File: src/rtl/count_clusters_pipe_pkg.sv
// Shared sizing helpers and default parameters for the pipelined VPF cluster counter.
// The cluster packer imports the same defaults.
package gem_cnt_pkg;

  localparam int N_VPFS_DFLT     = 1536;
  localparam int GROUP_DFLT      = 6;
  localparam int REG_STRIDE_DFLT = 2;
  localparam int OUT_W_DFLT      = 8;
  localparam int EVT_W_DFLT      = 16;

  function automatic int clog2(input int n);
    int r;
    r = 0;
    for (int i = 0; i < 31; i++) begin
      if ((1 << i) < n) r = i + 1;
    end
    return r;
  endfunction

  function automatic int cnt_width(input int n_vpfs);
    return clog2(n_vpfs + 1);
  endfunction

  function automatic int tree_levels(input int n_vpfs, input int group);
    return clog2(n_vpfs / group);
  endfunction

  function automatic int pipe_latency(input int n_vpfs, input int group, input int stride);
    return (tree_levels(n_vpfs, group) + stride - 1) / stride + 1;
  endfunction

  // Bit offset of tree level lv inside the flattened tree vector; level j holds
  // 2^(levels-j) nodes of (leaf_w + j) bits each.
  function automatic int tree_offset(input int lv, input int levels, input int leaf_w);
    int off;
    off = 0;
    for (int j = 0; j < lv; j++) begin
      off = off + (1 << (levels - j)) * (leaf_w + j);
    end
    return off;
  endfunction

endpackage

File: src/rtl/count_clusters_pipe_leaf.sv
// Combinational popcount of one GROUP-bit slice; forms level 0 of the adder tree.
module popcount_leaf
  import gem_cnt_pkg::*;
#(
  parameter int  GROUP = GROUP_DFLT,
  localparam int OUT_W = clog2(GROUP + 1)
) (
  input  logic [GROUP-1:0] flags,
  output logic [OUT_W-1:0] ones
);

  always_comb begin
    ones = '0;
    for (int i = 0; i < GROUP; i++) begin
      ones = ones + OUT_W'(flags[i]);
    end
  end

endmodule

File: src/rtl/count_clusters_pipe.sv
// Pipelined popcount of the per-BX VPF flags with threshold flag, saturating count,
// and peak / overflow-event statistics.
module count_clusters_pipe
  import gem_cnt_pkg::*;
#(
  parameter int  N_VPFS     = N_VPFS_DFLT,
  parameter int  GROUP      = GROUP_DFLT,
  parameter int  REG_STRIDE = REG_STRIDE_DFLT,
  parameter int  OUT_W      = OUT_W_DFLT,
  parameter int  EVT_W      = EVT_W_DFLT,
  localparam int CNT_W      = cnt_width(N_VPFS)
) (
  input  logic              clock4x,
  input  logic              reset_n,
  input  logic [N_VPFS-1:0] vpfs,
  input  logic              vpfs_valid,
  input  logic [CNT_W-1:0]  thresh,
  input  logic              stats_clr,
  output logic [CNT_W-1:0]  cnt,
  output logic [OUT_W-1:0]  cnt_sat,
  output logic              cnt_valid,
  output logic              overflow,
  output logic [CNT_W-1:0]  peak,
  output logic [EVT_W-1:0]  ovf_events
);

  localparam int LEAVES    = N_VPFS / GROUP;
  localparam int LEVELS    = tree_levels(N_VPFS, GROUP);
  localparam int PADDED    = 1 << LEVELS;
  localparam int LW        = clog2(GROUP + 1);
  localparam int LATENCY   = pipe_latency(N_VPFS, GROUP, REG_STRIDE);
  localparam int TREE_W    = LW + LEVELS;
  localparam int TREE_BITS = tree_offset(LEVELS + 1, LEVELS, LW);
  localparam int FINAL_OFF = tree_offset(LEVELS, LEVELS, LW);

  // Every tree level lives in one flat vector so each level can read its
  // predecessor by constant offset; all slices are driven by continuous assigns.
  logic [TREE_BITS-1:0] tree;

  for (genvar gi = 0; gi < PADDED; gi++) begin : g_leaf
    if (gi < LEAVES) begin : g_real
      popcount_leaf #(.GROUP(GROUP)) u_leaf (
        .flags(vpfs[gi*GROUP +: GROUP]),
        .ones (tree[gi*LW +: LW])
      );
    end else begin : g_pad
      assign tree[gi*LW +: LW] = '0;
    end
  end

  for (genvar gl = 1; gl <= LEVELS; gl++) begin : g_level
    localparam int  W       = LW + gl;
    localparam int  NODES   = PADDED >> gl;
    localparam int  IN_OFF  = tree_offset(gl - 1, LEVELS, LW);
    localparam int  OUT_OFF = tree_offset(gl, LEVELS, LW);
    localparam bit  IS_REG  = ((gl - 1) % REG_STRIDE == REG_STRIDE - 1) || (gl == LEVELS);

    logic [NODES*W-1:0] sum;

    for (genvar gi = 0; gi < NODES; gi++) begin : g_node
      assign sum[gi*W +: W] = {1'b0, tree[IN_OFF + (2*gi)*(W-1) +: W-1]}
                            + {1'b0, tree[IN_OFF + (2*gi+1)*(W-1) +: W-1]};
    end

    if (IS_REG) begin : g_reg
      logic [NODES*W-1:0] sum_reg;
      always_ff @(posedge clock4x or negedge reset_n) begin
        if (!reset_n) sum_reg <= '0;
        else          sum_reg <= sum;
      end
      assign tree[OUT_OFF +: NODES*W] = sum_reg;
    end else begin : g_comb
      assign tree[OUT_OFF +: NODES*W] = sum;
    end
  end

  logic [TREE_W-1:0] sum_final;
  logic [CNT_W-1:0]  sum_next;
  logic [OUT_W-1:0]  sat_next;

  assign sum_final = tree[FINAL_OFF +: TREE_W];

  // The tree is wider than CNT_W only by headroom that a legal input never uses.
  if (TREE_W > CNT_W) begin : g_clip
    assign sum_next = (|sum_final[TREE_W-1:CNT_W]) ? '1 : sum_final[CNT_W-1:0];
  end else begin : g_noclip
    assign sum_next = sum_final;
  end

  if (CNT_W > OUT_W) begin : g_sat
    assign sat_next = (sum_next > {{(CNT_W-OUT_W){1'b0}}, {OUT_W{1'b1}}})
                    ? '1 : sum_next[OUT_W-1:0];
  end else begin : g_nosat
    assign sat_next = OUT_W'(sum_next);
  end

  logic [LATENCY-2:0] valid_pipe_reg;
  logic [CNT_W-1:0]   cnt_reg;
  logic [OUT_W-1:0]   cnt_sat_reg;
  logic               cnt_valid_reg;
  logic               overflow_reg;
  logic [CNT_W-1:0]   peak_reg;
  logic [EVT_W-1:0]   ovf_events_reg;

  always_ff @(posedge clock4x or negedge reset_n) begin
    if (!reset_n) begin
      valid_pipe_reg <= '0;
      cnt_reg        <= '0;
      cnt_sat_reg    <= '0;
      cnt_valid_reg  <= 1'b0;
      overflow_reg   <= 1'b0;
    end else begin
      valid_pipe_reg <= (valid_pipe_reg << 1) | (LATENCY-1)'(vpfs_valid);
      cnt_reg        <= sum_next;
      cnt_sat_reg    <= sat_next;
      cnt_valid_reg  <= valid_pipe_reg[LATENCY-2];
      overflow_reg   <= valid_pipe_reg[LATENCY-2] && (sum_next > thresh);
    end
  end

  // A clear wins over the valid sample presented in the same cycle.
  always_ff @(posedge clock4x or negedge reset_n) begin
    if (!reset_n) begin
      peak_reg       <= '0;
      ovf_events_reg <= '0;
    end else if (stats_clr) begin
      peak_reg       <= '0;
      ovf_events_reg <= '0;
    end else if (cnt_valid_reg) begin
      if (cnt_reg > peak_reg) peak_reg <= cnt_reg;
      if (overflow_reg && (ovf_events_reg != '1)) ovf_events_reg <= ovf_events_reg + EVT_W'(1);
    end
  end

  assign cnt        = cnt_reg;
  assign cnt_sat    = cnt_sat_reg;
  assign cnt_valid  = cnt_valid_reg;
  assign overflow   = overflow_reg;
  assign peak       = peak_reg;
  assign ovf_events = ovf_events_reg;

endmodule
File: config.mk
export PLATFORM = sky130hd
export DESIGN_NAME = count_clusters_pipe
export DESIGN_NICKNAME = d
export VERILOG_FILES = /design/src/rtl/count_clusters_pipe_pkg.sv /design/src/rtl/count_clusters_pipe_leaf.sv /design/src/rtl/count_clusters_pipe.sv
export SDC_FILE = /design/constraint.sdc
export NUM_CORES = 2
export LEC_CHECK = 0
export CAP_MARGIN = 40
export CORE_AREA = 3 3 613 615
export CTS_CLUSTER_SIZE = 10
export DETAILED_ROUTE_END_ITERATION = 6
export DIE_AREA = 0 0 616 618
export GPL_ROUTABILITY_DRIVEN = 0
export MAX_ROUTING_LAYER = met4
export SLEW_MARGIN = 20
export SYNTH_ARGS = -nofsm -noshare
export SYNTH_HDL_FRONTEND = slang
export SYNTH_SLANG_ARGS = --single-unit
File: constraint.sdc
create_clock -name clock4x -period 3.75 [get_ports clock4x]
set_input_delay 0.75 -clock clock4x [delete_from_list [all_inputs] [get_ports clock4x]]
set_output_delay 0.75 -clock clock4x [all_outputs]
set_load 0.02 [all_outputs]
==> qor.yml <==
io_buffer_count: 1598
hold_viol: 0
ys.warnings.count: 0
ys_ff_latch: 531
areaGrowthSynthToFinish_pct: 45.5
min_path_type: "reg2reg"
utilization: 0.249
coreArea_mm2: 0.371
cts.sinks: 531
die-width_um: 616
synth-edff-count: 0
yosysUniqueCellTypes: 53
cp-start-kind: "input port"
ir_drop_uv: 798
largest_reg_flops: 479
power_mw: 82.7
p_clk_frac: 0.088
antenna_found_initial: 74
final.setup_skew_ns: 0.0466
start_util: 0.171
crit_arrival_ns: 4.77
setup_viol: 61
die_y_um: 618
clkLatencyLatePin_ns: 0.68
cts-root-buf: "clkbuf_16"
grt_usage: 0.125
seq_area_frac_synth: 0.209
ys.flop_type: "dfrtp_1"
dr.pass1.iters: 5
critPathLaunch: "vpfs[360]"
grt_max_degree: 90
max_freq_mhz: 238
clockBufferDepth: 3
postRouteAntennaNets: 0
hp-start: "valid_pipe_reg[2]$_DFF_PN0_"
fin_ws_ns: -0.449
avgSynthCellArea_um2: 11.0
p_sw_mw: 39.0
status: "finished with violations"
syn_inst: 5803
wl_per_cell_um: 18.4
rows: 224
min_period_ns: 4.20
worstSetupEndpointType: "flip-flop"
required_ns: 4.32
crit-reg2reg-launch: "g_level[4].g_reg.sum_reg[92]$_DFF_PN0_"
maxCapViolations: 0
grt_pass1_vias: 48300
cp_slowest_stage_delay_ns: 0.60
combPwrFrac: 0.758
layout.nets: 11200
synth_fp_nets: 9413
internal_power_mw: 43.6
syn_area_mm2: 0.0636
path_clk_slew_ns: 0.05
cts_made_buffers: 74
leakage_nw: 45.8
drtIter0Drc: 1089
drive_above_1_share: 0.254
synthArstFlopShare: 1.00
h-tree-depth: 3
worstMarginPinSlew_ns: 0.758
grt_overflow: 0
cp_slowest_cell: "fa_2"
cellPowerDensity_mw_per_mm2: 894
slew_violations: 0
cp_max_fo: 2
cts_tree: "built"
seq_power_share: 0.154
dieArea_mm2: 0.381
finalCritPeriodShare: 1.12
critPathKind: "in2reg"
rsz0062_at_grt: "true"
top_level_ports: 1599
p_sw_frac: 0.472
slew-limit-headroom: 0.492
final.setup.tns_ns: -3.30
drt-total-wl_um: 232000
dp_hpwl_um: 215000
violations: "setup timing"
vias: 41900
cp_cell_sequence: "buf_6, ha_4, inv_2, fa_2, buf_12, clkinvlp_4, fa_2, fa_1, inv_2, fa_1, inv_1, fa_1, ha_4, inv_2, fa_2, inv_1"
viasPerCell: 3.31
grt_pass1_wl_um: 327000
drcViolationCount: 0
-- area by class of cell --
class | count | area (um^2)
Antenna cell | 54 | 135
Multi-Input combinational cell | 2685 | 44600
Sequential cell | 531 | 13300
Tap cell | 4972 | 6220
Timing Repair Buffer | 1695 | 16000
Fill cell | 39500 | 279000
Clock inverter | 22 | 324
Inverter | 2580 | 9700
Clock buffer | 106 | 2170
-- what timing repair did --
item                                   4_1_cts  5_1_grt
setup endpoints to repair                  188      140
pin swaps                                  916      702
buffers inserted                             5       13
hold buffers                                 1        0
resized for setup                         2046      384
endpoints found under the hold margin        5        0
-- per-stage QoR --
stage | cell area (um^2) | instances | setup slack (ns) | hold WS [ns]
final | 92500 | 12600 | -0.449 | 0.346
after global routing | 92500 | 12600 | -0.406 | 0.365
after CTS | 91800 | 12600 | -0.433 | 0.347
after detailed placement | 89700 | 12400 | -1.50 | 0.335
after global placement | 89700 | 12400 | -1.49 | 0.335
after floorplan | 66600 | 5803 | -0.504 | 0.331
-- synth_stat cells (all sizes together), types with 2 or more instances --
library cell,n,share of area
nor3,7,0.00063
o211ai,5,0.00059
ha,673,0.13
fa,1386,0.44
nor2,42,0.0025
buf,3,0.00033
nor2b,22,0.0022
nand2b,46,0.0045
clkbuf,3,0.00033
or4,3,0.00035
a21boi,4,0.00047
nand4,7,0.0010
dfrtp,531,0.21
a21oi,60,0.0048
nand3,11,0.00087
nand2,14,0.00083
and4,4,0.00061
xor2,32,0.0044
a21o,173,0.020
xnor2,108,0.015
o21a,4,0.00047
o21ai,38,0.0030
a31oi,2,0.00020
a211oi,10,0.0012
nand4b,2,0.00028
inv,2580,0.15
o21bai,2,0.00024
or3,3,0.00037
nor4,2,0.00020
mux2i,14,0.0022
-- power by group through the flow --
stage / logic [mW] / clock network (mW) / registers (mW)
floorplan: 40.8 / 0 / 11.4
global placement: 63.1 / 0 / 13.1
detailed placement: 63.9 / 0 / 13.0
CTS: 65.1 / 7.73 / 13.0
global route: 72.6 / 7.90 / 13.1
finish: 62.7 / 7.31 / 12.7
-- placed cells by master, fill, tap and decap left out, types with 129 or more instances in the layout --
cell,instances
buf_6,129
inv_1,1924
inv_2,649
fa_1,929
ha_1,435
dfrtp_1,531
fa_2,457
buf_2,157
ha_4,222
clkdlybuf4s50_1,858
dlygate4sd2_1,292
a21o_1,173
-- path summary, 6_finish.rpt --
kind | endpoint | slack (ns) | cells after the start
min | valid_pipe_reg[3]$_DFF_PN0_ | 0.35 | 0
min reg2reg | valid_pipe_reg[3]$_DFF_PN0_ | 0.35 | 0
max in group asynchronous | g_level[2].g_reg.sum_reg[18]$_DFF_PN0_ | 2.05 | 3
max | g_level[2].g_reg.sum_reg[77]$_DFF_PN0_ | -0.45 | 16
max reg2reg | g_level[6].g_reg.sum_reg[34]$_DFF_PN0_ | 0.45 | 10
min in group asynchronous | g_level[2].g_reg.sum_reg[234]$_DFF_PN0_ | 0.69 | 2
-- kinds of logic (layout without fill, tap and decap cells) --
family,count (synthesis),after routing,synth area share
AO/OA/AOI/OAI,304,304,0.0323
XOR/XNOR,140,140,0.0193
adder cells (fa/ha/maj),2059,2059,0.569
buffers and inverters,2587,4403,0.153
flip-flops,531,531,0.209
multiplexers,14,14,0.00220
other,0,54,0
AND/OR/NAND/NOR,168,168,0.0149
-- layer usage --
layer  global-route usage  wire length, um  vias to the layer above  share of wire
met5                    -                0                        -              0
met4               0.0464             8180                        0          0.035
met3               0.0215             9680                      247          0.042
met2                0.228           127000                      991           0.55
met1                0.136            87200                    21000           0.38
li1                     -                -                    19600              -
-- critical path: cells and delay by family --
kind	cells	cell delay [ns]
adders and majority gates	8	3.42
buffers and inverters	8	0.58
Power figures use the tool's default switching activity.
